===== config.mk =====
export PLATFORM = sky130hd
export DESIGN_NAME = seq_mult_flat
export DESIGN_NICKNAME = d
export VERILOG_FILES = /design/src/rtl/mult_pkg.sv /design/src/rtl/seq_mult_if.sv /design/src/rtl/mult_addsub.sv /design/src/rtl/seq_mult.sv /design/src/flat_wrapper.sv
export SDC_FILE = /design/constraint.sdc
export NUM_CORES = 1
export LEC_CHECK = 0
export ABC_AREA = 1
export CELL_PAD_IN_SITES_DETAIL_PLACEMENT = 0
export CELL_PAD_IN_SITES_GLOBAL_PLACEMENT = 2
export CORE_MARGIN = 2
export CORE_UTILIZATION = 27
export CTS_CLUSTER_DIAMETER = 150
export CTS_CLUSTER_SIZE = 16
export DETAILED_ROUTE_END_ITERATION = 16
export HOLD_SLACK_MARGIN = 0.1
export PLACE_DENSITY = 0.85
export SETUP_SLACK_MARGIN = 0.15
export SLEW_MARGIN = 20
export SYNTH_ARGS = -nofsm -noshare
export SYNTH_HDL_FRONTEND = slang
export SYNTH_SLANG_ARGS = --single-unit

===== constraint.sdc =====
create_clock -name clk -period 3.2 [get_ports clk]
set_input_delay 0.64 -clock clk [delete_from_list [all_inputs] [get_ports clk]]
set_output_delay 0.64 -clock clk [all_outputs]
set_load 0.02 [all_outputs]

===== src/rtl/mult_pkg.sv =====
// Shared constants for the sequential shift-add multiplier:
// FSM state encoding and operand-mode selectors.
package mult_pkg;

  localparam logic [1:0] IDLE = 2'd0;
  localparam logic [1:0] BUSY = 2'd1;
  localparam logic [1:0] DONE = 2'd2;

  localparam logic MODE_UNSIGNED = 1'b0;
  localparam logic MODE_SIGNED   = 1'b1;

endpackage


===== src/rtl/seq_mult_if.sv =====
// Operand/result handshake bundle for seq_mult. The master drives operands
// and consumes products; the slave is the multiplier.
interface seq_mult_if #(parameter int WIDTH = 4);

  logic                   abort;
  logic                   in_valid;
  logic                   in_ready;
  logic [WIDTH-1:0]       a;
  logic [WIDTH-1:0]       b;
  logic                   is_signed;
  logic                   out_valid;
  logic                   out_ready;
  logic [2*WIDTH-1:0]     product;

  modport master (
    output abort, in_valid, a, b, is_signed, out_ready,
    input  in_ready, out_valid, product
  );

  modport slave (
    input  abort, in_valid, a, b, is_signed, out_ready,
    output in_ready, out_valid, product
  );

endinterface


===== src/rtl/mult_addsub.sv =====
// N-bit ripple-carry adder/subtractor; subtract inverts y and injects a
// carry-in of one. The carry out of the top bit is discarded.
module mult_addsub #(
  parameter int N = 5
) (
  input  logic [N-1:0] x,
  input  logic [N-1:0] y,
  input  logic         sub,
  output logic [N-1:0] result
);

  logic [N-1:0] w_y;
  logic [N-1:0] w_c;

  assign w_y    = y ^ {N{sub}};
  assign w_c[0] = sub;

  for (genvar i = 0; i < N; i++) begin : g_fa
    assign result[i] = x[i] ^ w_y[i] ^ w_c[i];
    if (i < N - 1) begin : g_carry
      assign w_c[i+1] = (x[i] & w_y[i]) | (w_c[i] & (x[i] ^ w_y[i]));
    end
  end

endmodule


===== src/rtl/seq_mult.sv =====
// Sequential shift-add multiplier, one multiplier bit per clock, unsigned or
// signed two's-complement per operation, valid/ready on both sides.
module seq_mult
  import mult_pkg::*;
#(
  parameter int WIDTH = 4
) (
  input  logic       clk,
  input  logic       rst_n,
  seq_mult_if.slave  bus
);

  localparam int               CNT_W    = (WIDTH > 2) ? $clog2(WIDTH) : 1;
  localparam logic [CNT_W-1:0] CNT_LAST = CNT_W'(WIDTH - 1);
  localparam logic [CNT_W-1:0] CNT_ONE  = CNT_W'(1);

  logic [1:0]       r_state;
  logic [1:0]       w_state_nxt;
  logic [WIDTH-1:0] r_a;
  logic [WIDTH-1:0] r_q;
  logic [WIDTH:0]   r_acc;
  logic [CNT_W-1:0] r_cnt;
  logic             r_sgn;

  logic [WIDTH:0]   w_ext;
  logic [WIDTH:0]   w_addend;
  logic [WIDTH:0]   w_sum;
  logic             w_last;
  logic             w_sub;
  logic             w_accept;
  logic             w_step;

  assign w_last   = (r_cnt == CNT_LAST);
  assign w_ext    = (r_sgn == MODE_SIGNED) ? {r_a[WIDTH-1], r_a} : {1'b0, r_a};
  assign w_addend = r_q[0] ? w_ext : {(WIDTH+1){1'b0}};
  // The signed multiplier's MSB carries weight -2^(W-1), so its partial product is subtracted.
  assign w_sub    = (r_sgn == MODE_SIGNED) && w_last;
  assign w_accept = (r_state == IDLE) && bus.in_valid && !bus.abort;
  assign w_step   = (r_state == BUSY) && !bus.abort;

  mult_addsub #(.N(WIDTH + 1)) u_addsub (
    .x      (r_acc),
    .y      (w_addend),
    .sub    (w_sub),
    .result (w_sum)
  );

  // Next-state decode; abort overrides every state.
  always_comb begin
    w_state_nxt = r_state;
    if (bus.abort) begin
      w_state_nxt = IDLE;
    end else begin
      case (r_state)
        IDLE: begin
          if (bus.in_valid) w_state_nxt = BUSY;
          else              w_state_nxt = IDLE;
        end
        BUSY: begin
          if (w_last) w_state_nxt = DONE;
          else        w_state_nxt = BUSY;
        end
        DONE: begin
          if (bus.out_ready) w_state_nxt = IDLE;
          else               w_state_nxt = DONE;
        end
        default: w_state_nxt = IDLE;
      endcase
    end
  end

  // State register.
  always_ff @(posedge clk or negedge rst_n) begin
    if (!rst_n) r_state <= IDLE;
    else        r_state <= w_state_nxt;
  end

  // Operand latch, accumulator/multiplier shift pair and step counter.
  always_ff @(posedge clk or negedge rst_n) begin
    if (!rst_n) begin
      r_a   <= {WIDTH{1'b0}};
      r_q   <= {WIDTH{1'b0}};
      r_acc <= {(WIDTH+1){1'b0}};
      r_cnt <= {CNT_W{1'b0}};
      r_sgn <= MODE_UNSIGNED;
    end else if (w_accept) begin
      r_a   <= bus.a;
      r_q   <= bus.b;
      r_acc <= {(WIDTH+1){1'b0}};
      r_cnt <= {CNT_W{1'b0}};
      r_sgn <= bus.is_signed ? MODE_SIGNED : MODE_UNSIGNED;
    end else if (w_step) begin
      r_acc <= {(r_sgn == MODE_SIGNED) ? w_sum[WIDTH] : 1'b0, w_sum[WIDTH:1]};
      r_q   <= {w_sum[0], r_q[WIDTH-1:1]};
      r_cnt <= r_cnt + CNT_ONE;
    end
  end

  assign bus.in_ready  = (r_state == IDLE);
  assign bus.out_valid = (r_state == DONE);
  assign bus.product   = {r_acc[WIDTH-1:0], r_q};

endmodule


===== src/flat_wrapper.sv =====
// flat-port wrapper written by rule: the top's interface ports become plain ports
module seq_mult_flat import mult_pkg::*;
#(
  parameter int WIDTH = 4
)
  (clk, rst_n, bus_abort, bus_in_valid, bus_a, bus_b, bus_is_signed, bus_out_ready, bus_in_ready, bus_out_valid, bus_product);
  seq_mult_if #(.WIDTH(WIDTH)) bus_i ();
  input  logic clk;
  input  logic rst_n;
  input wire logic [$bits(bus_i.abort)-1:0] bus_abort;
  input wire logic [$bits(bus_i.in_valid)-1:0] bus_in_valid;
  input wire logic [$bits(bus_i.a)-1:0] bus_a;
  input wire logic [$bits(bus_i.b)-1:0] bus_b;
  input wire logic [$bits(bus_i.is_signed)-1:0] bus_is_signed;
  input wire logic [$bits(bus_i.out_ready)-1:0] bus_out_ready;
  output wire logic [$bits(bus_i.in_ready)-1:0] bus_in_ready;
  output wire logic [$bits(bus_i.out_valid)-1:0] bus_out_valid;
  output wire logic [$bits(bus_i.product)-1:0] bus_product;
  assign bus_i.abort = bus_abort;
  assign bus_i.in_valid = bus_in_valid;
  assign bus_i.a = bus_a;
  assign bus_i.b = bus_b;
  assign bus_i.is_signed = bus_is_signed;
  assign bus_i.out_ready = bus_out_ready;
  assign bus_in_ready = bus_i.in_ready;
  assign bus_out_valid = bus_i.out_valid;
  assign bus_product = bus_i.product;
  seq_mult #(.WIDTH(WIDTH)) u_core (.clk(clk), .rst_n(rst_n), .bus(bus_i));
endmodule

==> flow_metrics.tcl <==
set metrics [dict create \
    slew_headroom_pct 46.7 \
    drtIter0Drc 21 \
    ys_types 19 \
    syn_nets 137 \
    drv_cap 0 \
    fin_crit_sh_pct 77.7 \
    htreeDepth 1 \
    ys_warn_count 0 \
    max_freq_mhz 402 \
    yosysSeqAreaShare_pct 46.2 \
    cts_resized 0 \
    hold_class "reg2reg" \
    globalplace.congestion 0.787 \
    final_nets 160 \
    finalClockSkew_ns 0.00888 \
    die-width_um 64.1 \
    setup_viol 0 \
    dp_slack_ns 0.728 \
    first_pass_iters 3 \
    ant_nets 0 \
    hold_buffers 0 \
    io_buffers 23 \
    irDropWorstVdd_mv 0.257 \
    routedWlPerCell_um 11.3 \
    synth_common_cells "nand2_1 (45), dfrtp_1 (18), inv_1 (12)" \
    setup_ws_ns 0.713 \
    seqCellArea_um2 450 \
    startpoint_type "register" \
    switching_share_pct 37.8 \
    drv_slew 0 \
    stdcell_area_um2 1260 \
    netlist.top_cell.by_area "dfrtp_1" \
    rsz0062_at_grt "no" \
    cts_max_path_buffers 2 \
    cp.required_ns 3.39 \
    p_int_w 0.000525 \
    drive_gt1_share_pct 7.80 \
    die-height_um 64.1 \
    met1_usage_pct 14.5 \
    worstPathCellList "ha_1 -> nand2_1 -> xor2_1 -> fa_1 -> fa_1 -> inv_1 -> fa_1 -> inv_1 -> nand2_1 -> nand2_1 -> nand3_1 -> nand2_1 -> nand3_1 -> nand2_1" \
    p_clk_share_pct 16.8 \
    crit_top_cell "nand2_1" \
    seqPwrFrac_pct 42.6 \
    fillers 362 \
    track_usage_pct 11.7 \
    utilization_pct 36.8 \
    multi_input_area_um2 428 \
    postSynthAreaPerCell_um2 8.20 \
    grt_max_degree 19 \
    core_um2 3420 \
    initial_core_util_pct 28.6 \
    avgViaCountPerCell 4.20 \
    synth_top_area_share_pct 46.2 \
    use_met3_pct 4.23 \
    tightest_slew_ns 0.798 \
    first_global_vias 775 \
    status "finished, final reports clean" \
    clock_latency_ns 0.30 \
    clockRootBuffer "clkbuf_4" \
    grt_pass1_wl_um 3590 \
    met2_usage_pct 19.1 \
    antenna_found_initial 0 \
    p_leak_nw 0.616 \
    ioPinCount 24 \
    syn2layout_area_growth_pct 29.0 \
    power.switching_w 0.000319 \
    powerDensity_nw_per_um2 671 \
    postCtsSetupBuffers 0 \
    ys_top_cells_by_area "dfrtp_1 (46%), nand2_1 (17%), fa_1 (6.2%)" \
    cts_buffers 3 \
    cts_tree "built" \
    synth-edff-count 0 \
    power_frac_comb_pct 40.6 \
    critPathKind "reg2reg" \
    end_kind "register" \
    path_clk_slew_ns 0.11 \
    drc_errors 0 \
    die_area_um2 4110 \
    grt_busiest_layer "met2" \
    netlist_area_um2 976 \
    ys_ff_latch 18 \
    min_period_ns 2.49 \
    synth_flop_cell "dfrtp_1" \
    setup_tns_ns 0 \
    cp_slowest_cell "fa_1" \
    grt-ovfl-total 0 \
    yosysMostFrequentCell "nand2_1" \
    hold_viol_final 0 \
    postSynthCellCount 119 \
    num_rows 21 \
    place_hpwl_um 1640 \
    via_count 785 \
    antenna_cells 0 \
    worstPathArrival_ns 2.68 \
    wl_um 2120 \
    cpPeakStageDelay_ns 0.41 \
    worstPathMaxFanout 4 \
    ys_async_sr_fraction_pct 100 \
    placed_area_um2 1220 \
    cts.sinks 18 \
]
[power groups by stage]
stage                     sequential [W]  clock, W  combinational, W
after floorplan                 0.000372         0          0.000215
final                           0.000359  0.000142          0.000343
after global routing            0.000375  0.000157          0.000382
after global placement          0.000361         0          0.000344
after detailed placement        0.000366         0          0.000348
after CTS                       0.000361  0.000147          0.000350
[flip-flops by register name, indices dropped and copies added, names as in the netlist]
name            count
u_core.r_cnt        2
u_core.r_acc        5
u_core.r_a          4
u_core.r_sgn        1
u_core.r_state      2
u_core.r_q          4
[area by class of cell]
class	instances	share of cell area [%]
Multi-Input combinational cell	81	34.0
Sequential cell	18	35.8
Tap cell	46	4.57
Timing Repair Buffer	23	18.3
Clock buffer	4	2.88
Inverter	15	4.47
[path summary, 6_finish.rpt]
check	cells after the start	to	slack [ns]	start
min in group asynchronous	1	u_core.r_acc[0]	0.79	rst_n
max reg2reg	14	u_core.r_acc[4]	0.71	u_core.r_cnt[0]
min reg2reg	2	u_core.r_a[1]	0.50	u_core.r_a[1]
min	2	u_core.r_a[1]	0.50	u_core.r_a[1]
max in group asynchronous	1	u_core.r_a[3]	1.90	rst_n
max	14	u_core.r_acc[4]	0.71	u_core.r_cnt[0]
[kinds of logic after synthesis]
family,share of synthesized area [%]
simple gates,23.6
buf+inv,10.0
flops,46.2
compound gates,10.1
fa+ha+maj,7.44
xor+xnor,2.69
[cells in the final DEF, fill, tap and decap left out, drive strengths merged]
cell type / count
nand3: 3
a22o: 2
o21ai: 12
ha: 1
nand2: 47
a21oi: 2
nor2: 7
clkbuf: 4
clkdlybuf4s50: 23
fa: 3
dfrtp: 18
inv: 15
o211ai: 1
xor2: 3
[critical path, delay by kind of cell (launching register included)]
family	cells	cell delay, ns
buffers and inverters	2	0.11
DFF	1	0.38
xor gates and xnor gates	1	0.21
and+or+nand+nor	7	0.51
adders and majority gates	4	1.17
[per-layer routing]
| layer | part of all wire [%] | wire [um] |
|---|---|---|
| met5 | 0 | 0 |
| met4 | 0.66 | 14 |
| met3 | 6.1 | 130 |
| met2 | 47 | 993 |
| met1 | 46 | 983 |
[metrics by stage]
stage               hold slack, ns  instances  total power [W]
global route                 0.544        187         0.000914
CTS                          0.514        187         0.000857
global placement             0.468        183         0.000705
floorplan                    0.344        119         0.000587
finish                       0.503        187         0.000844
detailed placement           0.488        183         0.000714
No activity file was read; power rests on OpenSTA's default activity.
